[src/rtl/pc_sequencer.sv]
// Control-flow sequencer for program_counter: picks the next-pc source each cycle
// and owns the return-address stack used by CALL/RET and interrupt entry/exit.
module pc_sequencer #(
  parameter int          DEPTH      = 8,
  parameter logic [18:0] IRQ_VECTOR = 19'h00010
) (
  input  logic        clk,
  input  logic        rst,
  input  logic        instr_valid,
  input  logic [2:0]  op,
  input  logic        zero_flag,
  input  logic [18:0] branch_addr,
  input  logic [18:0] pc,
  input  logic        stall,
  input  logic        irq,
  output logic        pc_enable,
  output logic [1:0]  pc_sel,
  output logic [19:0] target_addr,
  output logic        in_isr,
  output logic        stack_overflow,
  output logic        stack_underflow
);

  localparam int AW = $clog2(DEPTH);
  localparam int SW = AW + 1;

  localparam logic [1:0] S_IDLE  = 2'd0;
  localparam logic [1:0] S_RUN   = 2'd1;
  localparam logic [1:0] S_FAULT = 2'd2;

  localparam logic [2:0] OP_BEQ  = 3'b001;
  localparam logic [2:0] OP_BNE  = 3'b010;
  localparam logic [2:0] OP_JMP  = 3'b011;
  localparam logic [2:0] OP_CALL = 3'b100;
  localparam logic [2:0] OP_RET  = 3'b101;
  localparam logic [2:0] OP_RETI = 3'b110;

  localparam logic [1:0] SEL_SEQ = 2'b00;
  localparam logic [1:0] SEL_BR  = 2'b01;
  localparam logic [1:0] SEL_JMP = 2'b10;
  localparam logic [1:0] SEL_RET = 2'b11;

  logic [1:0]    state, state_next;
  logic [SW-1:0] sp;
  logic [18:0]   mem [DEPTH];
  logic          irq_prev, irq_pending, irq_rise;

  logic          stack_full, stack_empty;
  logic [AW-1:0] pop_idx;
  logic [18:0]   pop_data;
  logic [18:0]   tgt;
  logic [18:0]   push_data;
  logic          do_push, do_pop, take_irq, clr_isr, set_ovf, set_udf;

  assign stack_full  = (sp == SW'(DEPTH));
  assign stack_empty = (sp == '0);
  assign pop_idx     = AW'(sp - SW'(1));
  assign pop_data    = mem[pop_idx];
  assign irq_rise    = irq & ~irq_prev;
  assign target_addr = {1'b0, tgt};

  // NOTE: every output of this block gets a default first so no path leaves a latch.
  always_comb begin
    pc_enable = 1'b0;
    pc_sel    = SEL_SEQ;
    tgt       = '0;
    do_push   = 1'b0;
    do_pop    = 1'b0;
    push_data = '0;
    take_irq  = 1'b0;
    clr_isr   = 1'b0;
    set_ovf   = 1'b0;
    set_udf   = 1'b0;

    if (state == S_RUN && !stall) begin
      if (irq_pending && !in_isr) begin
        // Interrupt wins: the presented instruction is re-fetched after RETI.
        if (stack_full) begin
          set_ovf = 1'b1;
        end else begin
          take_irq  = 1'b1;
          do_push   = 1'b1;
          push_data = pc;
          pc_enable = 1'b1;
          pc_sel    = SEL_RET;
          tgt       = IRQ_VECTOR;
        end
      end else if (instr_valid) begin
        pc_enable = 1'b1;
        case (op)
          OP_BEQ: if (zero_flag) begin
            pc_sel = SEL_BR;
            tgt    = branch_addr;
          end
          OP_BNE: if (!zero_flag) begin
            pc_sel = SEL_BR;
            tgt    = branch_addr;
          end
          OP_JMP: begin
            pc_sel = SEL_JMP;
            tgt    = branch_addr;
          end
          OP_CALL: begin
            if (stack_full) begin
              set_ovf   = 1'b1;
              pc_enable = 1'b0;
            end else begin
              do_push   = 1'b1;
              push_data = pc + 19'd1;
              pc_sel    = SEL_JMP;
              tgt       = branch_addr;
            end
          end
          OP_RET, OP_RETI: begin
            if (stack_empty) begin
              set_udf   = 1'b1;
              pc_enable = 1'b0;
            end else begin
              do_pop  = 1'b1;
              pc_sel  = SEL_RET;
              tgt     = pop_data;
              clr_isr = (op == OP_RETI);
            end
          end
          default: ;
        endcase
      end
    end
  end

  always_comb begin
    state_next = state;
    case (state)
      S_IDLE:  state_next = S_RUN;
      S_RUN:   if (set_ovf || set_udf) state_next = S_FAULT;
      default: state_next = S_FAULT;
    endcase
  end

  // NOTE: sequential state uses non-blocking assignments so every register samples pre-edge values.
  always_ff @(posedge clk or posedge rst) begin
    if (rst) begin
      state           <= S_IDLE;
      sp              <= '0;
      irq_prev        <= 1'b0;
      irq_pending     <= 1'b0;
      in_isr          <= 1'b0;
      stack_overflow  <= 1'b0;
      stack_underflow <= 1'b0;
    end else begin
      state    <= state_next;
      irq_prev <= irq;
      // A fresh edge arriving on the very cycle the interrupt is taken stays pending.
      irq_pending <= take_irq ? irq_rise : (irq_pending | irq_rise);
      if (do_push)     sp <= sp + SW'(1);
      else if (do_pop) sp <= sp - SW'(1);
      if (take_irq)     in_isr <= 1'b1;
      else if (clr_isr) in_isr <= 1'b0;
      if (set_ovf) stack_overflow  <= 1'b1;
      if (set_udf) stack_underflow <= 1'b1;
    end
  end

  // NOTE: stack storage has no reset; sp alone defines which entries are meaningful.
  always_ff @(posedge clk) begin
    if (do_push) mem[sp[AW-1:0]] <= push_data;
  end

endmodule

[config.mk]
export PLATFORM = sky130hd
export DESIGN_NAME = pc_sequencer
export DESIGN_NICKNAME = d
export VERILOG_FILES = /design/src/rtl/pc_sequencer.sv
export SDC_FILE = /design/constraint.sdc
export NUM_CORES = 1
export LEC_CHECK = 0
export CORE_UTILIZATION = 55
export CTS_CLUSTER_DIAMETER = 150
export DETAILED_ROUTE_END_ITERATION = 12
export DONT_BUFFER_PORTS = 1
export GPL_TIMING_DRIVEN = 0
export PLACE_DENSITY = 0.69
export SYNTH_ARGS = -nofsm -noshare
export SYNTH_HDL_FRONTEND = slang
export SYNTH_SLANG_ARGS = --single-unit
[constraint.sdc]
create_clock -name clk -period 12.8 [get_ports clk]
set_clock_uncertainty 0.05 [all_clocks]
set_input_delay 3.2 -clock clk [delete_from_list [all_inputs] [get_ports clk]]
set_output_delay 3.2 -clock clk [all_outputs]
set_load 0.005 [all_outputs]
# Yosys cells after proc, flatten, opt, wreduce, memory -nomap -nowiden
# Memory sizes are Yosys's and may differ from the RTL's.
# Cells that the tools add are included.
[totals] regBits=11 mem_bits_rw=152 in_bits=47 elab_cells=97 n_memories=1
[mem_list] name="mem" depth=8 width=19 rd=1 rd_ports_with_merged_regs=0 write_ports=1 line="45" source="logic [18:0] mem [DEPTH];"
[classes] addsub=3 eq_ne=9 n_mux=64 bitwise_logic=3 n_reduce_logical=10
[ops] op="$mux 19" count=13
[ops] op="$pmux 19 s5" count=1
[ops] op="$mux 1" count=37
[ops] op="$add 19x1->19 const B" count=1
[ops] op="$mux 2" count=7
[ops] op="$pmux 2 s5" count=1
[ops] op="$eq 3x3->1 const B" count=3
[ops] op="$mux 4" count=2
[ops] op="$eq 3x2->1 const B" count=2
[ops] op="$mux 5" count=1
[ops] op="$add 4x1->4 const B" count=1
[ops] op="$eq 4x4->1 const B" count=1
[ops] op="$logic_not 4->1" count=1
[ops] op="$pmux 2 s2" count=1
[ops] op="$reduce_bool 2->1" count=2
[ops] op="$sub 4x1->4 const B" count=1
[ops] op="$eq 3x1->1 const B" count=1
[ops] op="$eq 2x1->1 const B" count=1
[ops] op="$logic_and 1x1->1" count=2
[ops] op="$logic_not 1->1" count=2
[ops] op="$logic_not 2->1" count=1
[ops] op="$ne 2x1->1 const B" count=1
[ops] op="$pmux 1 s2" count=1
[ops] op="$reduce_or 2->1" count=1
[ops] op="4 further kinds" count=4

# Depth between registers and ports, before layout
[depth] word_depth=9 ltp_mapped=11

# Least setup slack after synthesis
# OpenSTA, ideal clock, no wires.
[synth_path] path_type="input port to output port" start="input port op[1]" end="output port target_addr[10]" t_arrival_ns=4.395 t_required_ns=9.550 slack_ns=5.155 cell_stages=6 path_buffers=2 cell_sequence="buf_2 xor2_1 nand2_1 or3_1 clkbuf_1 o2bb2ai_1"
[synth_via] elab_chain_len=6 elab_cells_between_ends=11 cone_classes="6 x eq/ne; 4 x mux; 1 x reduce/logical"
[synth_rtl] element="start, declared" line="10" source="input logic [2:0] op,"
[synth_rtl] element="$eq 3x3->1" line="90" source="case (op)"
[synth_rtl] element="$reduce_or 2->1" line="90"
[synth_rtl] element="$pmux 19 s5 *" line="90"
[synth_rtl] element="$mux 19 *" line="88" source="end else if (instr_valid) begin"
[synth_rtl] element="$mux 19 *" line="76" source="if (irq_pending && !in_isr) begin"
[synth_rtl] element="$mux 19 *" line="75" source="if (state == S_RUN && !stall) begin"
[synth_rtl] element="end, declared" line="18" source="output logic [19:0] target_addr,"
# Mark *: on every way between the ends. The rest lies on a longest branch, timed or not.

# Worst setup path after layout
[layout_path] start="input port op[0]" end="output port target_addr[17]"
# Same word-level chain as after synthesis.

==> impl_metrics.env <==
export IMPL_status="finished clean"
export IMPL_slowest_stage="buf_2"
export IMPL_cp_common_cell="buf_2"
export IMPL_syn_to_final_growth_pct=13.9
export IMPL_htreeDepth=4
export IMPL_fmax_mhz=124
export IMPL_end_kind="output port"
export IMPL_path_max_fanout=10
export IMPL_fillers=928
export IMPL_drive_gt1_frac=0.249
export IMPL_postSynthAreaPerCell_sq_um=16.4
export IMPL_ant_nets=0
export IMPL_min_from="irq_prev$_DFF_PP0_"
export IMPL_drt_first_pass_iters=5
export IMPL_async_flop_share=0.0675
export IMPL_hold_path_endpoint="irq_pending$_DFF_PP0_"
export IMPL_path_buf_inv=3
export IMPL_yosysUniqueCellTypes=49
export IMPL_hold_viol_final=0
export IMPL_cts_max_path_buffers=2
export IMPL_fp_dieH_um=117
export IMPL_syn_cell_area_sq_um=7250
export IMPL_startpoint="op[0]"
export IMPL_yosysWarningCount=0
export IMPL_portBuffers=0
export IMPL_finalSetupTns_ns=0
export IMPL_min_period_over_period=0.632
export IMPL_synth_edff_count=152
export IMPL_cts_resized=0
export IMPL_max_stage_delay_ns=0.27
export IMPL_rrSetupSlack_ns=8.85
export IMPL_hold_path_class="flop to flop"
export IMPL_crit_type="input port to output port"
export IMPL_ys_seq_area_frac=0.667
export IMPL_antenna_found_initial=0
export IMPL_numCtsBuffers=17
export IMPL_clk_pin_slew_ns=0.06
export IMPL_cp_cell_sequence="buf_2 -> nor2_1 -> nand3_1 -> o21ai_0 -> nor2b_1 -> buf_2 -> buf_4 -> o2bb2ai_1"
export IMPL_cp_top_family="buffers and inverters"
export IMPL_start_util=0.570
export IMPL_grt_pass1_vias=4080
export IMPL_post_cts_setup_buffer_count=0
export IMPL_antenna_cells=0
export IMPL_drtIter0Drc=336
export IMPL_cts_tree="built"
export IMPL_finish_net_count=528
export IMPL_ios=73
export IMPL_yosys_register_bits=163
export IMPL_cts_hold_fix_buffers=0
export IMPL_grt_usage=0.249
export IMPL_die_width_um=117
export IMPL_globalplace_congestion=0.877
export IMPL_syn_nets=492
export IMPL_power_leakage_nw=2.70
export IMPL_wl_per_cell_um=23.5
export IMPL_setup_slack_ns=4.71
export IMPL_worst_pin_slew_ns=1.11
export IMPL_coreArea_sq_um=12700
export IMPL_clock_latency_ns=0.43
export IMPL_critical_path_required_ns=9.55
export IMPL_r2r_end="mem[6][3]$_DFFE_PP_"
export IMPL_syn_inst=441
export IMPL_drcViolationCount=0
export IMPL_setup_violations=0
export IMPL_dieArea_sq_um=13600
export IMPL_viasPerCell=6.30
export IMPL_rsz0062_at_grt="no"
export IMPL_period_needed_ns=8.09
export IMPL_rows=41
export IMPL_vias=4170
export IMPL_slew_violations=0
export IMPL_reg2reg_from="sp[0]$_DFFE_PP0P_"
export IMPL_rr_worst_depth=10
export IMPL_p_per_area_nw_per_um2=202
export IMPL_yosys_most_used_dff="edfxtp_1"
export IMPL_max_vdd_ir_drop_mv=0.148
export IMPL_wirelength_mm=15.5
export IMPL_cts_root_buf="clkbuf_16"
export IMPL_whs_path_depth=1
export IMPL_max_cap_violations=0
export IMPL_grt_max_degree=17
export IMPL_worst_setup_path_start_kind="input port"
export IMPL_worstPathArrival_ns=4.84
export IMPL_place_ws_ns=4.71
export IMPL_grt_pass1_wl_mm=23.3
export IMPL_overflow=0
export IMPL_cts_sinks=163
export IMPL_hpwlAfterDp_mm=11.0
export IMPL_relSlewSlack=0.256
cell usage in the layout, fill, tap and decap left out, types with 9 or more instances in the layout:
| master | instances |
|---|---|
| nand2_1 | 28 |
| buf_4 | 9 |
| clkbuf_16 | 17 |
| nor2_1 | 13 |
| a31oi_1 | 10 |
| buf_2 | 10 |
| mux2i_1 | 21 |
| o2bb2ai_1 | 19 |
| o21ai_0 | 13 |
| mux4_2 | 38 |
| buf_6 | 10 |
| edfxtp_1 | 152 |
| nor3_1 | 11 |
| dfrtp_1 | 11 |
| nand3_1 | 10 |
worst reg2reg max path: stages (launching register included):
cell and delay [ns]:
dfrtp_1 0.34, buf_2 0.28, buf_1 0.55, inv_1 0.28, ha_1 0.31, nand3b_2 0.15, o211ai_2 0.23, or2_2 0.42
nor3b_2 0.63, buf_6 0.25, buf_6 0.17
synth_stat cells (5+ instances only):
library cell,number,area (sq um)
edfxtp_1,152,4560
nor3b_1,5,37.5
mux2i_1,21,210
nor4_1,6,37.5
inv_1,6,22.5
nand2_1,28,105
nor2_1,14,52.6
o2bb2ai_1,19,166
a21oi_1,8,40.0
a31oi_1,10,62.6
nand3_1,10,50.1
clkbuf_1,7,26.3
or2_2,5,31.3
mux4_2,38,856
buf_2,10,50.1
o21ai_0,13,65.1
or3_1,5,31.3
dfrtp_1,11,275
nor3_1,14,70.1
layer usage:
| layer | GRT usage | part of all wire | vias up |
|---|---|---|---|
| met5 | 0 | 0 | - |
| met4 | 0.0970 | 0.020 | 0 |
| met3 | 0.0675 | 0.079 | 26 |
| met2 | 0.394 | 0.49 | 185 |
| met1 | 0.333 | 0.41 | 2074 |
| li1 | - | - | 1885 |
power by group:
group          total [mW]  internal, mW  switching, mW
combinational       0.552         0.250          0.302
sequential          0.641         0.620         0.0208
clock               0.474         0.268          0.206
total                1.67          1.14          0.529
sequential cells by signal (all words and copies together) (netlist names):
| register | flops |
|---|---|
| in_isr | 1 |
| irq_pending | 1 |
| irq_prev | 1 |
| mem | 152 |
| sp | 4 |
| stack_overflow | 1 |
| stack_underflow | 1 |
| state | 2 |
final cells by class:
class | instances | area, sq um | area share
Buffer | 22 | 110 | 0.0133
Sequential cell | 163 | 4840 | 0.586
Inverter | 6 | 22.5 | 0.00273
Clock inverter | 15 | 135 | 0.0164
Tap cell | 172 | 215 | 0.0260
Clock buffer | 17 | 425 | 0.0515
Timing Repair Buffer | 17 | 193 | 0.0233
Multi-Input combinational cell | 250 | 2320 | 0.281
through the flow:
| stage | cell area (sq um) | util | std cells | hold WS (ns) | total power, mW |
|---|---|---|---|---|---|
| after floorplan | 7250 | - | 441 | 0.350 | 1.06 |
| after global placement | 7470 | 0.587 | 613 | 0.371 | 1.19 |
| after detailed placement | 7700 | 0.605 | 630 | 0.401 | 1.21 |
| after CTS | 8260 | 0.649 | 662 | 0.410 | 1.68 |
| after global routing | 8260 | 0.649 | 662 | 0.428 | 1.74 |
| final | 8260 | 0.649 | 662 | 0.399 | 1.67 |
cell families (layout without fill, tap and decap cells):
kind of cell | Yosys count | in the layout | share of synthesized area
multiplexers | 59 | 59 | 0.147
XOR/XNOR | 5 | 5 | 0.00863
AND/OR/NAND/NOR | 106 | 106 | 0.0778
other | 1 | 1 | 0.000517
AO/OA/AOI/OAI | 75 | 75 | 0.0735
buffers and inverters | 28 | 77 | 0.0183
flip-flops | 163 | 163 | 0.667
adder cells (fa/ha/maj) | 4 | 4 | 0.00690
worst max-delay path by stage:
stage,cells after the start,slack (ns),endpoint
4_1_cts,8,4.71,target_addr[12]
3_5_place_dp,8,4.71,target_addr[12]
2_1_floorplan,6,5.15,target_addr[10]
6_report,8,4.71,target_addr[17]
5_1_grt,8,4.56,target_addr[13]
3_3_place_gp,4,4.41,mem[4][3]$_DFFE_PP_
(Power assumes the default switching activity.)
